File: config.mk
export PLATFORM = sky130hd
export DESIGN_NAME = phase_scheduler_flat
export DESIGN_NICKNAME = d
export VERILOG_FILES = /design/src/rtl/phase_scheduler_if.sv /design/src/rtl/phase_scheduler.sv /design/src/flat_wrapper.sv
export SDC_FILE = /design/constraint.sdc
export NUM_CORES = 1
export LEC_CHECK = 0
export ABC_CLOCK_PERIOD_IN_PS = 2700
export CORE_ASPECT_RATIO = 1.5
export CORE_MARGIN = 2
export CORE_UTILIZATION = 25
export CTS_BUF_LIST = sky130_fd_sc_hd__clkbuf_8
export DETAILED_ROUTE_END_ITERATION = 7
export SYNTH_ARGS = -nofsm -noshare
export SYNTH_HDL_FRONTEND = slang
export SYNTH_SLANG_ARGS = --single-unit
export TNS_END_PERCENT = 20
File: constraint.sdc
create_clock -name clk -period 2.7 [get_ports clk]
set_input_delay 0.54 -clock clk [delete_from_list [all_inputs] [get_ports clk]]
set_output_delay 0.54 -clock clk [all_outputs]
set_load 0.005 [all_outputs]
File: src/rtl/phase_scheduler_if.sv
// Purpose: button inputs and phase/countdown status of the phase scheduler.
// Latency: none; this is a plain bundle of wires.
// Backpressure: none; the buttons are levels and the status outputs are sampled freely.
interface phase_scheduler_if;
    // raw push buttons, level, active-high
    logic       btnU;
    logic       btnD;
    logic       btnL;
    logic       btnR;
    logic       btnC;
    // scheduler status
    logic [2:0] cur_phase;
    logic [3:0] seven_num;
    logic       minus_1;
    logic       round_done;
    logic [3:0] win_cnt;

    // stimulus side: drives the buttons and observes the status
    modport master (
        output btnU, btnD, btnL, btnR, btnC,
        input  cur_phase, seven_num, minus_1, round_done, win_cnt
    );

    // scheduler side: receives the buttons and drives the status
    modport slave (
        input  btnU, btnD, btnL, btnR, btnC,
        output cur_phase, seven_num, minus_1, round_done, win_cnt
    );
endinterface

File: src/rtl/phase_scheduler.sv
// Purpose: five-phase button sequence game with a per-phase countdown; PHASE_PENALTY_EN enables the wrong-press penalty.
// Latency: a raw button seen at edge k is acted on at edge k+1; minus_1 follows a prescaler wrap by one cycle.
// Backpressure: none; held buttons produce one press, and presses that arrive during a wrong phase are dropped.
module phase_scheduler #(
    parameter int CLK_HZ    = 25000000,
    parameter int PHASE_SEC = 9
) (
    input  logic              clk,
    input  logic              rst,
    phase_scheduler_if.slave  sched
);
    localparam int             PW        = (CLK_HZ > 1) ? $clog2(CLK_HZ) : 1;
    localparam logic [PW-1:0]  PRESC_MAX = PW'(CLK_HZ - 1);
    localparam logic [3:0]     SEC_LOAD  = 4'(PHASE_SEC);
    localparam logic [3:0]     WIN_MAX   = 4'd15;

    // phase encoding; each name gives the button that phase expects
    localparam logic [2:0] PH_D = 3'd0;
    localparam logic [2:0] PH_L = 3'd1;
    localparam logic [2:0] PH_C = 3'd2;
    localparam logic [2:0] PH_U = 3'd3;
    localparam logic [2:0] PH_R = 3'd4;

    // button vector bit masks, order {U, D, L, R, C}
    localparam logic [4:0] B_U = 5'b10000;
    localparam logic [4:0] B_D = 5'b01000;
    localparam logic [4:0] B_L = 5'b00100;
    localparam logic [4:0] B_R = 5'b00010;
    localparam logic [4:0] B_C = 5'b00001;

    logic [4:0]    btn_raw;
    logic [4:0]    btn_q;
    logic [4:0]    btn_prev;
    logic [4:0]    press;
    logic [4:0]    expect_mask;
    logic          correct;
    logic [PW-1:0] presc;
    logic [2:0]    cur_phase;
    logic [3:0]    seven_num;
    logic          minus_1;
    logic          round_done;
    logic [3:0]    win_cnt;

    assign btn_raw = {sched.btnU, sched.btnD, sched.btnL, sched.btnR, sched.btnC};

    // Two-stage button capture; the rising edge between the stages is one press.
    always_ff @(posedge clk or posedge rst) begin
        if (rst) begin
            btn_q    <= '0;
            btn_prev <= '0;
        end else begin
            btn_q    <= btn_raw;
            btn_prev <= btn_q;
        end
    end

    assign press = btn_q & ~btn_prev;

    // Expected button for the current phase; invalid phases expect nothing.
    always_comb begin
        expect_mask = '0;
        case (cur_phase)
            PH_D:    expect_mask = B_D;
            PH_L:    expect_mask = B_L;
            PH_C:    expect_mask = B_C;
            PH_U:    expect_mask = B_U;
            PH_R:    expect_mask = B_R;
            default: expect_mask = '0;
        endcase
    end

    // A single press of exactly the expected button; multi-presses never match a one-hot mask.
    assign correct = (press != '0) && (press == expect_mask);

    // Prescaler: wraps every CLK_HZ cycles, restarts on a correct press; minus_1 is the registered wrap.
    always_ff @(posedge clk or posedge rst) begin
        if (rst) begin
            presc   <= '0;
            minus_1 <= 1'b0;
        end else begin
            minus_1 <= (presc == PRESC_MAX) && !correct;
            if (correct || presc == PRESC_MAX) begin
                presc <= '0;
            end else begin
                presc <= presc + 1'b1;
            end
        end
    end

    // Phase / countdown / score: correct press beats tick handling, which beats the penalty.
    always_ff @(posedge clk or posedge rst) begin
        if (rst) begin
            cur_phase  <= PH_D;
            seven_num  <= SEC_LOAD;
            round_done <= 1'b0;
            win_cnt    <= '0;
        end else begin
            round_done <= correct && (cur_phase == PH_R);
            if (cur_phase > PH_R) begin
                cur_phase <= PH_D;
                seven_num <= SEC_LOAD;
            end else if (correct) begin
                cur_phase <= (cur_phase == PH_R) ? PH_D : cur_phase + 3'd1;
                seven_num <= SEC_LOAD;
                if (cur_phase == PH_R && win_cnt != WIN_MAX) begin
                    win_cnt <= win_cnt + 4'd1;
                end
            end else if (minus_1) begin
                if (seven_num == 4'd0) begin
                    cur_phase <= PH_D;
                    seven_num <= SEC_LOAD;
                end else begin
                    seven_num <= seven_num - 4'd1;
                end
            end
`ifdef PHASE_PENALTY_EN
            else if (press != '0) begin
                seven_num <= (seven_num >= 4'd2) ? seven_num - 4'd2 : 4'd0;
            end
`endif
        end
    end

    assign sched.cur_phase  = cur_phase;
    assign sched.seven_num  = seven_num;
    assign sched.minus_1    = minus_1;
    assign sched.round_done = round_done;
    assign sched.win_cnt    = win_cnt;
endmodule
File: src/flat_wrapper.sv
// flat-port wrapper written by rule: the top's interface ports become plain ports
module phase_scheduler_flat 
#(
    parameter int CLK_HZ    = 25000000,
    parameter int PHASE_SEC = 9
)
  (clk, rst, sched_btnU, sched_btnD, sched_btnL, sched_btnR, sched_btnC, sched_cur_phase, sched_seven_num, sched_minus_1, sched_round_done, sched_win_cnt);
  phase_scheduler_if sched_i ();
  input  logic clk;
  input  logic rst;
  input wire logic [$bits(sched_i.btnU)-1:0] sched_btnU;
  input wire logic [$bits(sched_i.btnD)-1:0] sched_btnD;
  input wire logic [$bits(sched_i.btnL)-1:0] sched_btnL;
  input wire logic [$bits(sched_i.btnR)-1:0] sched_btnR;
  input wire logic [$bits(sched_i.btnC)-1:0] sched_btnC;
  output wire logic [$bits(sched_i.cur_phase)-1:0] sched_cur_phase;
  output wire logic [$bits(sched_i.seven_num)-1:0] sched_seven_num;
  output wire logic [$bits(sched_i.minus_1)-1:0] sched_minus_1;
  output wire logic [$bits(sched_i.round_done)-1:0] sched_round_done;
  output wire logic [$bits(sched_i.win_cnt)-1:0] sched_win_cnt;
  assign sched_i.btnU = sched_btnU;
  assign sched_i.btnD = sched_btnD;
  assign sched_i.btnL = sched_btnL;
  assign sched_i.btnR = sched_btnR;
  assign sched_i.btnC = sched_btnC;
  assign sched_cur_phase = sched_i.cur_phase;
  assign sched_seven_num = sched_i.seven_num;
  assign sched_minus_1 = sched_i.minus_1;
  assign sched_round_done = sched_i.round_done;
  assign sched_win_cnt = sched_i.win_cnt;
  phase_scheduler #(.CLK_HZ(CLK_HZ), .PHASE_SEC(PHASE_SEC)) u_core (.clk(clk), .rst(rst), .sched(sched_i));
endmodule
# After elaboration in Yosys (flattened, before gate mapping)
# Index checks and enable logic that the tools add are counted.
# W data, S select, Z words.
[op_classes] n_reduce_logical=13 n_eq_ne=7 order_cmp=1 bitwise=3 mux=11 n_addsub=4
[ops] operator="$add A25 B1 Y25 const B" count=1
[ops] operator="$eq A25 B25 Y1 const B" count=1
[ops] operator="$mux W25" count=1
[ops] operator="$pmux W5 S5" count=1
[ops] operator="$mux W4" count=4
[ops] operator="$mux W3" count=5
[ops] operator="$eq A3 B2 Y1 const B" count=2
[ops] operator="$reduce_bool A3 Y1" count=2
[ops] operator="$and A5 B5 Y5" count=1
[ops] operator="$eq A5 B5 Y1" count=1
[ops] operator="$not A5 Y5" count=1
[ops] operator="$reduce_bool A5 Y1" count=1
[ops] operator="$add A4 B1 Y4 const B" count=1
[ops] operator="$logic_and A1 B1 Y1" count=4
[ops] operator="$logic_not A4 Y1" count=1
[ops] operator="$ne A4 B4 Y1 const B" count=1
[ops] operator="$sub A4 B1 Y4 const B" count=1
[ops] operator="$add A3 B1 Y3 const B" count=1
[ops] operator="$eq A3 B1 Y1 const B" count=1
[ops] operator="$eq A3 B3 Y1 const B" count=1
[ops] operator="$gt A3 B3 Y1 const B" count=1
[ops] operator="$logic_not A3 Y1" count=1
[ops] operator="$reduce_and A3 Y1" count=1
[ops] operator="$reduce_and A2 Y1" count=1
[ops] operator="other kinds (3)" count=3
[totals] output_inout_bits=13 in_bits=7 register_bits=48 word_cells=47

# Longest topological paths before layout
# Gate-level depths: netlist of the first run.
[depth] depth_word=6 depth_mapped=8

# Worst setup path before layout of the first run
# No wires, ideal clock.
[synth_path] path_kind="register to register" startpoint="register u_core.cur_phase[0] (netlist: u_core.sched.cur_phase[0])" endpoint="register u_core.win_cnt[1] (netlist: u_core.sched.win_cnt[1])" path_buffers=0 required_time_ns=2.575 synth_period_minus_slack_ns=2.438 slack_ns=0.262 setup_ns=0.125 stages_incl_launch_ff=8 arrival_ns=2.313 cell_sequence="dfrtp_1 -> inv_1 -> ha_1 -> or4_1 -> nand3_2 -> mux2_4 -> nor4b_4 -> mux2_2"
[synth_between] elab_chain_len=5
[synth_lines] item="start, declared" line="phase_scheduler.sv:38" source="logic [2:0] cur_phase;"
[synth_lines] item="start signal, assigned" line="phase_scheduler.sv:103" source="cur_phase <= (cur_phase == PH_R) ? PH_D : cur_phase + 3'd1;"
[synth_lines] item="$eq A3 B3 Y1 (tied with other cells)" line="phase_scheduler.sv:62, phase_scheduler.sv:105"
[synth_lines] item="$pmux W5 S5" line="phase_scheduler.sv:62" source="case (cur_phase)"
[synth_lines] item="$eq A5 B5 Y1" line="phase_scheduler.sv:73" source="assign correct = (press != '0) && (press == expect_mask);"
[synth_lines] item="$logic_and A1 B1 Y1" line="phase_scheduler.sv:73"
[synth_lines] item="$reduce_and A3 Y1 (no line) (*)"
[synth_lines] item="end signal, assigned" line="phase_scheduler.sv:106" source="win_cnt <= win_cnt + 4'd1;"
[synth_lines] item="end, declared" line="phase_scheduler.sv:42" source="logic [3:0] win_cnt;"
# Every way passes the cells marked *; elsewhere a longest branch is shown, timed or not.
# A chain may end at the register's enable or synchronous reset.

# Worst setup path after layout of the first run
[layout_path] startpoint="register u_core.cur_phase[0] (netlist: u_core.sched.cur_phase[0])" endpoint="register u_core.win_cnt[2] (netlist: u_core.sched.win_cnt[2])"
# The elaborated chain is that of the path after synthesis.

==> impl_metrics.env, run 1 <==
export IMPL_reg2regPathDepth=7
export IMPL_dr_first_iter_drc_count=66
export IMPL_postSynth_asyncResetShare_pct=100.0
export IMPL_worst_path_largest_cell_delay_ns=0.53
export IMPL_route_vias_total=1664
export IMPL_postSynthAreaPerCell_um2=10.55
export IMPL_layout_cells_non_filler=370
export IMPL_synth_edff_count=0
export IMPL_place_gp_congestion=0.7595
export IMPL_grt_pass1_vias=1755
export IMPL_finalClockSkew_ns=0.008449
export IMPL_grt_pass1_wl_um=8155
export IMPL_worst_setup_path_start_kind="flop"
export IMPL_total_power_w=0.001931
export IMPL_cts_tree="built"
export IMPL_drive_above_1_share_pct=9.804
export IMPL_synth_seq_cells=48
export IMPL_drc=0
export IMPL_status="completed"
export IMPL_clock_tree_htree_level_count=2
export IMPL_synth_sequential_area_ratio_pct=49.82
export IMPL_fin_tns_setup_ns=0
export IMPL_layout_nets=270
export IMPL_postRouteAntennaNets=0
export IMPL_total_leakage_power_nw=1.227
export IMPL_holdBufCountCts=0
export IMPL_synth_ff_type="dfrtp_1"
export IMPL_fp_dieH_um=124.4
export IMPL_ctsLongestPathBuffers=2
export IMPL_p_comb_share_pct=30.3
export IMPL_post_drt_wl_per_cell_um=12.32
export IMPL_grt_antenna_before_repair=0
export IMPL_slew_violations=0
export IMPL_unrepaired_setup_endpoints_after_global_routing="false"
export IMPL_ctsResizeCount=0
export IMPL_fraction_of_power_spent_switching_nets_pct=34.33
export IMPL_antenna_cells_inserted=0
export IMPL_clock_power_share_pct=23.2
export IMPL_timing_critical_path_fanout_max=8
export IMPL_hold_class="reg -> reg"
export IMPL_ys_warnings_count=0
export IMPL_grt_remaining_overflow=0
export IMPL_detail_route_first_pass_iterations=4
export IMPL_mostFrequentLayoutCell="dfrtp_1"
export IMPL_final_seq_area_mm2=0.001204
export IMPL_max_slew_margin_rel_pct=63.18
export IMPL_rows=44
export IMPL_cts_sink_count=48
export IMPL_placed_cells=362
export IMPL_postSynthCellCount=229
export IMPL_criticalPathCategory="reg -> reg"
export IMPL_ir_worst_vdd_uv=326.1
export IMPL_cp_slowest_cell="or4_1"
export IMPL_final_period_minus_worst_setup_slack_ns=2.562
export IMPL_cp_required_ns=2.89
export IMPL_p_sw_w=0.0006629
export IMPL_postCtsSetupBuffers=0
export IMPL_route_detailed_vias_per_inst=4.497
export IMPL_max_cap_viol_count=0
export IMPL_end_kind="flop"
export IMPL_layout_area_overhead_vs_synth_pct=18.02
export IMPL_critPathArrivalTime_ns=2.75
export IMPL_syn_nets=245
export IMPL_cts_inserted_buffers=5
export IMPL_multiInputGateArea_mm2=0.001141
export IMPL_powerDensity_mw_per_mm2=677.3
export IMPL_clock_root_buffer="clkbuf_8"
export IMPL_design_die_area_mm2=0.01048
export IMPL_portBuffers=19
export IMPL_timing_final_crit_share_pct=94.89
export IMPL_place_hpwl_um=3460
export IMPL_power_sequential_fraction_pct=46.5
export IMPL_path_cells="inv_1, ha_1, or4_1, nand3_2, mux2_4, nor4_1, mux2_2"
export IMPL_floorplan_initialDensity_pct=25.37
export IMPL_synth_area_mm2=0.002416
export IMPL_grt_util_all_layers_pct=9.459
export IMPL_fmax_ghz=0.3903
export IMPL_clk_transition_reported_paths_ns=0.09
export IMPL_most_common_layout_cells="46 x dfrtp_1, 36 x nor2_1, 19 x clkdlybuf4s50_1"
export IMPL_fillCellCount=998
export IMPL_core_mm2=0.009524
export IMPL_finalSetupViolations=0
export IMPL_worst_skew_pair_late_latency_ns=0.30
export IMPL_top_level_ports=20
export IMPL_cellInternalPower_w=0.001268
export IMPL_synth_cell_type_count=40
export IMPL_grt_start_max_net_pins=26
export IMPL_die_x_um=84.27
export IMPL_whs_path_depth=0
export IMPL_route_final_wire_length_um=4560
export IMPL_final_hold_worst_slack_ns=0.3785
export IMPL_tightest_slew_ns=0.5477
export IMPL_timing_hold_violations_final=0
-- worst paths after layout --
kind / end / start / slack (ns)
min in group asynchronous: u_core.btn_q[2]$_DFF_PP0_ / rst / 0.47
max in group asynchronous: u_core.sched.seven_num[0]$_DFFE_PP1P_ / rst / 1.62
max reg2reg: u_core.sched.win_cnt[2]$_DFFE_PP0P_ / u_core.sched.cur_phase[0]$_DFFE_PP0P_ / 0.14
min: u_core.btn_prev[1]$_DFF_PP0_ / u_core.btn_q[1]$_DFF_PP0_ / 0.38
min reg2reg: u_core.btn_prev[1]$_DFF_PP0_ / u_core.btn_q[1]$_DFF_PP0_ / 0.38
max: u_core.sched.win_cnt[2]$_DFFE_PP0P_ / u_core.sched.cur_phase[0]$_DFFE_PP0P_ / 0.14
-- metal layers --
metal  GRT usage [%]  vias up  part of all wire (%)
met2           17.09       16                    54
li1                -      832                     -
met5               0        -                     0
met3           2.187        6                   2.3
met4           2.846        0                   1.4
met1           10.92      810                    42
-- stage by stage --
stage	cell area (µm²)	util (%)	worst slack [ns]
finish	2851	29.94	0.1380
global route	2851	29.94	0.03211
CTS	2851	29.94	0.1176
detailed placement	2755	28.93	0.1517
global placement	2755	28.93	0.2202
floorplan	2416	-	0.2624
-- state kept, by name, summed over array words and instances, names as in the netlist --
signal                   cells
u_core.sched.cur_phase       3
u_core.presc                25
u_core.sched.seven_num       4
u_core.btn_prev              5
u_core.btn_q                 5
u_core.sched.minus_1         1
u_core.sched.win_cnt         4
u_core.sched.round_done      1
-- synth_stat cells (all sizes together), types with 2 or more instances --
| library cell | number | area [µm²] |
|---|---|---|
| a31oi | 2 | 12.51 |
| clkbuf | 2 | 7.510 |
| dfstp | 2 | 52.55 |
| or3 | 3 | 18.77 |
| ha | 9 | 112.6 |
| and4 | 3 | 26.28 |
| xnor2 | 13 | 113.9 |
| o21ai | 3 | 15.01 |
| nor2b | 7 | 43.79 |
| nor4 | 8 | 56.30 |
| dfrtp | 46 | 1151 |
| nor2 | 36 | 135.1 |
| mux2i | 4 | 52.55 |
| nand4 | 7 | 43.79 |
| mux2 | 3 | 37.53 |
| nand3 | 13 | 70.07 |
| inv | 11 | 41.29 |
| nand2b | 3 | 18.77 |
| nand2 | 15 | 58.81 |
| nor3 | 6 | 41.29 |
| xor2 | 15 | 131.4 |
| buf | 2 | 22.52 |
| and3 | 5 | 31.28 |
-- kinds of logic (layout without fill, tap and decap cells) --
logic type      Yosys count  in the layout  synth area share [%]
compound gates           11             11                 3.625
xor+xnor                 28             28                 10.15
fa+ha+maj                 9              9                 4.661
buf+inv                  15             41                 2.952
flops                    48             48                 49.82
mux                       7              7                 3.728
simple gates            111            111                 25.07
-- layout make-up --
class,instances,share of cell area [%]
clock inverter,2,0.4827
multi-input combinational,166,40.02
clock buffer,6,2.896
tap,115,5.046
timing repair buffer,22,7.898
sequential,48,42.21
inverter,11,1.448
-- worst max-delay path, delay by kind of cell, from the launching register on --
kind	cells	cell delay (ns)
fa+ha+maj	1	0.21
mux	2	0.75
flops	1	0.42
simple gates	3	0.97
buf+inv	1	0.10
-- power groups by stage --
| stage | clock network [W] | registers (W) | logic (W) |
|---|---|---|---|
| floorplan | 0 | 0.000895 | 0.000433 |
| global placement | 0 | 0.000909 | 0.000587 |
| detailed placement | 0 | 0.000915 | 0.000595 |
| CTS | 0.000467 | 0.000901 | 0.000598 |
| global route | 0.000487 | 0.000916 | 0.000667 |
| finish | 0.000449 | 0.000897 | 0.000585 |
No activity file was read; power rests on OpenSTA's default activity.
==> inputs of run 2 (changes only) <==
- ABC_CLOCK_PERIOD_IN_PS: 2700 -> 2100
- CORE_ASPECT_RATIO: 1.5 -> unset
- clock period: 2.7 -> 2.1 ns (I/O delays scaled with it)
==> run 2 against run 1 <==
- the flow now finishes with violations (negative setup slack)
- worst hold slack worse by 0.0017 ns
- register-to-register slack got worse by 0.38 ns
- non-clock buffer count up 20
- count of clock-buffer cells in the layout decreased by 1
- final area up 12%
- die area decreased by 0.16%
- critical path depth unchanged
==> impl_metrics.env, run 2 (synthesized netlist as in run 1, its figures left out) <==
export IMPL_top_level_ports=20
export IMPL_status="complete, but fails checks"
export IMPL_grt_pass1_vias=1682
export IMPL_final_period_minus_worst_setup_slack_ns=2.345
export IMPL_ir_worst_vdd_uv=472.3
export IMPL_core_mm2=0.009328
export IMPL_r2r_slack_ns=-0.24
export IMPL_end_kind="flop"
export IMPL_cts_tree="built"
export IMPL_place_gp_congestion=0.7715
export IMPL_route_detailed_vias_per_inst=4.399
export IMPL_mostFrequentLayoutCell="dfrtp_1"
export IMPL_path_cells="inv_2, ha_4, or4_4, nand3_2, mux2_4, nor4b_4, mux2_4"
export IMPL_worst_path_largest_cell_delay_ns=0.53
export IMPL_clock_root_buffer="clkbuf_8"
export IMPL_hold_class="reg -> reg"
export IMPL_powerDensity_mw_per_mm2=944.2
export IMPL_antenna_cells_inserted=0
export IMPL_final_hold_worst_slack_ns=0.3768
export IMPL_worst_skew_pair_late_latency_ns=0.30
export IMPL_grt_start_max_net_pins=49
export IMPL_finalClockSkew_ns=0.008210
export IMPL_clk_transition_reported_paths_ns=0.10
export IMPL_regMostFlops="u_core.presc"
export IMPL_design_die_area_mm2=0.01047
export IMPL_unrepaired_setup_endpoints_after_global_routing="true"
export IMPL_slew_violations=0
export IMPL_top_regs="u_core.presc x25, u_core.btn_prev x5, u_core.btn_q x5"
export IMPL_floorplan_initialDensity_pct=25.90
export IMPL_cts_sink_count=48
export IMPL_rows=35
export IMPL_max_cap_viol_count=0
export IMPL_portBuffers=19
export IMPL_post_drt_wl_per_cell_um=12.83
export IMPL_total_leakage_power_nw=1.329
export IMPL_layout_area_overhead_vs_synth_pct=31.95
export IMPL_drc=0
export IMPL_grt_remaining_overflow=0
export IMPL_critical_path_top_delay_family="simple AND/OR/NAND/NOR gates"
export IMPL_final_core_utilization_pct=34.18
export IMPL_finalSetupViolations=38
export IMPL_fp_dieH_um=102.3
export IMPL_failed_checks="negative setup slack"
export IMPL_crit_path_frequent_cell="mux2_4"
export IMPL_timing_critical_path_buf_inv=1
export IMPL_fillCellCount=942
export IMPL_layout_cells_non_filler=404
export IMPL_clock_tree_htree_level_count=2
export IMPL_cp_required_ns=2.30
export IMPL_drive_above_1_share_pct=22.91
export IMPL_grt_pass1_wl_um=8128
export IMPL_holdBufCountCts=0
export IMPL_die_x_um=102.3
export IMPL_worst_setup_path_start_kind="flop"
export IMPL_fmax_ghz=0.4265
export IMPL_critPathArrivalTime_ns=2.54
export IMPL_cts_inserted_buffers=5
export IMPL_postRouteAntennaNets=0
export IMPL_route_vias_total=1777
export IMPL_postLayoutSetupSlackWorst_ns=-0.2446
export IMPL_most_common_layout_cells="45 x dfrtp_1, 28 x nor2_1, 19 x clkdlybuf4s50_1"
export IMPL_place_hpwl_um=3374
export IMPL_ctsLongestPathBuffers=2
export IMPL_max_slew_margin_rel_pct=62.36
export IMPL_largest_register_ffs=25
export IMPL_pre_cts_slack_ns=-0.2603
export IMPL_timing_final_crit_share_pct=111.6
export IMPL_detail_route_first_pass_iterations=4
export IMPL_total_power_w=0.003010
export IMPL_dr_first_iter_drc_count=31
export IMPL_route_final_wire_length_um=5184
export IMPL_criticalPathCategory="reg -> reg"
export IMPL_grt_util_all_layers_pct=9.788
export IMPL_tightest_slew_ns=0.5599
export IMPL_placed_cells=393
export IMPL_timing_hold_violations_final=0
export IMPL_timing_critical_path_fanout_max=6
export IMPL_cp_slowest_cell="or4_4"
export IMPL_grt_antenna_before_repair=0
export IMPL_layout_nets=290
==> run 2: metal layers <==
metal | part of all wire (%) | vias to the layer above | track usage (%)
met3 | 3.0 | 4 | 2.941
met4 | 0.66 | 0 | 1.538
met2 | 51 | 22 | 16.60
li1 | - | 876 | -
met5 | 0 | - | 0
met1 | 46 | 875 | 12.60
==> run 2: where the power goes <==
part           internal (W)  leakage [nW]  total [W]  switching (W)
combinational      0.000573         0.648    0.00117       0.000592
sequential          0.00104         0.627    0.00116       0.000121
clock              0.000359        0.0548   0.000688       0.000329
==> run 2: area by class of cell <==
cell class              instances  area [µm²]  area share [%]
repair buffers                 42       426.7           13.38
inverters                      11       41.29           1.295
well taps                     129       161.4           5.063
clock buffers                   5       68.82           2.159
multi-input cells             166        1239           38.85
flip-flops and latches         48        1205           37.79
clock inverters                 3       46.29           1.452
==> run 2: final timing paths <==
kind	start	end	cells after the start
max in group asynchronous	rst	u_core.sched.seven_num[3]$_DFFE_PP1P_	3
worst max-delay path	u_core.sched.cur_phase[1]$_DFFE_PP0P_	u_core.sched.win_cnt[1]$_DFFE_PP0P_	7
worst min register to register	u_core.btn_q[2]$_DFF_PP0_	u_core.btn_prev[2]$_DFF_PP0_	0
min in group asynchronous	rst	u_core.presc[20]$_DFF_PP0_	3
worst min-delay path	u_core.btn_q[2]$_DFF_PP0_	u_core.btn_prev[2]$_DFF_PP0_	0
worst max register to register	u_core.sched.cur_phase[1]$_DFFE_PP0P_	u_core.sched.win_cnt[1]$_DFFE_PP0P_	7
==> run 2: stage by stage <==
| stage | setup TNS (ns) | instance area, µm² |
|---|---|---|
| 6_report | -6.945 | 3188 |
| 5_1_grt | -9.972 | 3188 |
| 3_5_place_dp | -6.303 | 2928 |
| 4_1_cts | -6.828 | 3047 |
| 2_1_floorplan | -4.396 | 2431 |
| 3_3_place_gp | -5.406 | 2928 |
==> run 2: repair_timing <==
action,4_1_cts,5_1_grt
hold endpoints to repair,0,0
resized for setup,3,19
cloned,0,2
pin swaps,9,6
setup endpoints to repair,38,38
buffers inserted,0,1
==> inputs of run 3 (changes only) <==
- SKIP_LAST_GASP: unset -> 1
==> run 3 against run 2 <==
- the flow still finishes with violations (negative setup slack)
- worst hold slack hardly changed
- highest routed layer unchanged
- sequential share of layout area is 0.47 points higher
- critical path depth stayed put
- clock power hardly changed
- total power is 1.5% lower
- register-to-register slack hardly changed
- global-route usage hardly changed
- largest power group is now sequential cells
==> impl_metrics.env, run 3 (synthesized netlist as in run 1, its figures left out) <==
export IMPL_status="complete, but fails checks"
export IMPL_failed_checks="negative setup slack"
export IMPL_drc=0
export IMPL_design_die_area_mm2=0.01047
export IMPL_drive_above_1_share_pct=20.36
export IMPL_floorplan_initialDensity_pct=25.90
export IMPL_largest_register_ffs=25
export IMPL_route_final_wire_length_um=5096
export IMPL_die_x_um=102.3
export IMPL_timing_final_crit_share_pct=111.8
export IMPL_reg2regPathDepth=7
export IMPL_timing_hold_violations_final=0
export IMPL_grt_util_all_layers_pct=9.774
export IMPL_global_route_track_usage_on_met3_pct=2.941
export IMPL_grt_pass1_vias=1678
export IMPL_r2r_slack_ns=-0.25
export IMPL_crit_path_frequent_cell="mux2_4"
export IMPL_layout_cells_non_filler=404
export IMPL_cts_sink_count=48
export IMPL_timing_critical_path_fanout_max=6
export IMPL_grt_antenna_before_repair=0
export IMPL_finalClockSkew_ns=0.006381
export IMPL_tightest_slew_ns=0.5670
export IMPL_postRouteAntennaNets=0
export IMPL_end_kind="flop"
export IMPL_regMostFlops="u_core.presc"
export IMPL_met2_usage_pct=16.70
export IMPL_worst_skew_pair_late_latency_ns=0.30
export IMPL_place_gp_congestion=0.7715
export IMPL_crit_cells=7
export IMPL_max_cap_viol_count=0
export IMPL_most_common_layout_cells="45 x dfrtp_1, 32 x nor2_1, 19 x clkdlybuf4s50_1"
export IMPL_top_regs="u_core.presc x25, u_core.btn_prev x5, u_core.btn_q x5"
export IMPL_portBuffers=19
export IMPL_cp_slowest_cell="or4_4"
export IMPL_placed_cells=393
export IMPL_ir_worst_vdd_uv=461.0
export IMPL_pre_cts_slack_ns=-0.2603
export IMPL_fmax_ghz=0.4260
export IMPL_final_period_minus_worst_setup_slack_ns=2.347
export IMPL_dr_first_iter_drc_count=35
export IMPL_path_cells="inv_2, ha_4, or4_4, nand3_2, mux2_4, nor4b_4, mux2_4"
export IMPL_powerDensity_mw_per_mm2=941.9
export IMPL_total_leakage_power_nw=1.338
export IMPL_layout_nets=290
export IMPL_timing_critical_path_buf_inv=1
export IMPL_fp_dieH_um=102.3
export IMPL_gr_usage_met1_pct=12.47
export IMPL_route_vias_total=1776
export IMPL_fraction_of_power_spent_switching_nets_pct=33.83
export IMPL_grt_pass1_wl_um=8107
export IMPL_worst_path_largest_cell_delay_ns=0.53
export IMPL_critPathLaunch="u_core.sched.cur_phase[1]$_DFFE_PP0P_"
export IMPL_clk_transition_reported_paths_ns=0.10
export IMPL_top_level_ports=20
export IMPL_cp_endpoint="u_core.sched.win_cnt[1]$_DFFE_PP0P_"
export IMPL_worstReg2RegEnd="u_core.sched.win_cnt[1]$_DFFE_PP0P_"
export IMPL_grt_start_max_net_pins=49
export IMPL_grt_remaining_overflow=0
export IMPL_detail_route_first_pass_iterations=4
export IMPL_route_detailed_vias_per_inst=4.396
export IMPL_ctsLongestPathBuffers=2
export IMPL_post_drt_wl_per_cell_um=12.61
export IMPL_slew_violations=0
export IMPL_worst_setup_path_start_kind="flop"
export IMPL_cp_required_ns=2.30
export IMPL_p_sw_w=0.001004
export IMPL_postLayoutSetupSlackWorst_ns=-0.2475
export IMPL_grt_busiest_layer="met2"
export IMPL_layout_area_overhead_vs_synth_pct=30.35
export IMPL_hold_class="reg -> reg"
export IMPL_rows=35
export IMPL_unrepaired_setup_endpoints_after_global_routing="true"
export IMPL_clock_root_buffer="clkbuf_8"
export IMPL_finalSetupViolations=38
export IMPL_mostFrequentLayoutCell="dfrtp_1"
export IMPL_place_hpwl_um=3374
export IMPL_power_sequential_fraction_pct=39.0
export IMPL_regToRegStartpoint="u_core.sched.cur_phase[1]$_DFFE_PP0P_"
export IMPL_criticalPathCategory="reg -> reg"
export IMPL_p_comb_share_pct=37.8
export IMPL_clock_power_share_pct=23.2
export IMPL_clock_tree_htree_level_count=2
export IMPL_antenna_cells_inserted=0
export IMPL_critical_path_top_delay_family="simple AND/OR/NAND/NOR gates"
export IMPL_cts_tree="built"
export IMPL_critPathArrivalTime_ns=2.55
export IMPL_holdBufCountCts=0
export IMPL_max_slew_margin_rel_pct=61.88
export IMPL_cts_inserted_buffers=5
export IMPL_cellInternalPower_w=0.001963
export IMPL_core_mm2=0.009328
export IMPL_fillCellCount=944
run 3: worst min-delay path by stage:
stage / start / endpoint / slack, ns / cells past startpoint
2_1_floorplan: u_core.btn_q[0]$_DFF_PP0_ / u_core.btn_prev[0]$_DFF_PP0_ / 0.35 / 0
3_3_place_gp: u_core.btn_q[0]$_DFF_PP0_ / u_core.btn_prev[0]$_DFF_PP0_ / 0.36 / 0
3_5_place_dp: u_core.btn_q[0]$_DFF_PP0_ / u_core.btn_prev[0]$_DFF_PP0_ / 0.36 / 0
4_1_cts: u_core.btn_q[2]$_DFF_PP0_ / u_core.btn_prev[2]$_DFF_PP0_ / 0.38 / 0
5_1_grt: u_core.btn_q[2]$_DFF_PP0_ / u_core.btn_prev[2]$_DFF_PP0_ / 0.39 / 0
6_report: u_core.btn_q[2]$_DFF_PP0_ / u_core.btn_prev[2]$_DFF_PP0_ / 0.38 / 0
run 3: repair_timing:
item                                    in CTS  in global routing
endpoints found under the setup margin      38                 38
gates cloned                                 0                  2
pin swaps                                    1                  5
buffers inserted                             0                  1
gates resized for setup                      2                 11
run 3: layer usage:
layer	wire [µm]	share of wire, %
met4	16	0.31
met1	2358	46
met5	0	0
met2	2568	50
met3	152	3.0
run 3: area by class of cell:
| cell class | instances | area [µm²] | share of cell area (%) |
|---|---|---|---|
| flip-flops and latches | 48 | 1205 | 38.26 |
| multi-input cells | 166 | 1200 | 38.10 |
| repair buffers | 42 | 426.7 | 13.55 |
| well taps | 129 | 161.4 | 5.125 |
| clock buffers | 5 | 68.82 | 2.185 |
| clock inverters | 3 | 46.29 | 1.470 |
| inverters | 11 | 41.29 | 1.311 |
run 3: through the flow:
step	cell area [µm²]	hold WS, ns	TNS [ns]	utilization, %	total power [W]
floorplan	2431	0.3465	-4.396	-	0.001720
global placement	2928	0.3559	-5.406	31.39	0.002100
detailed placement	2928	0.3582	-6.303	31.39	0.002119
CTS	3047	0.3825	-7.396	32.66	0.002846
global route	3149	0.3897	-10.69	33.76	0.003159
finish	3149	0.3766	-7.229	33.76	0.002966
run 3: power groups by stage:
stage / Combinational, W / Clock [W] / Sequential, W
floorplan: 0.000567 / 0 / 0.00115
global placement: 0.000943 / 0 / 0.00116
detailed placement: 0.000955 / 0 / 0.00116
CTS: 0.000985 / 0.000713 / 0.00115
global route: 0.00123 / 0.000749 / 0.00118
finish: 0.00112 / 0.000688 / 0.00116
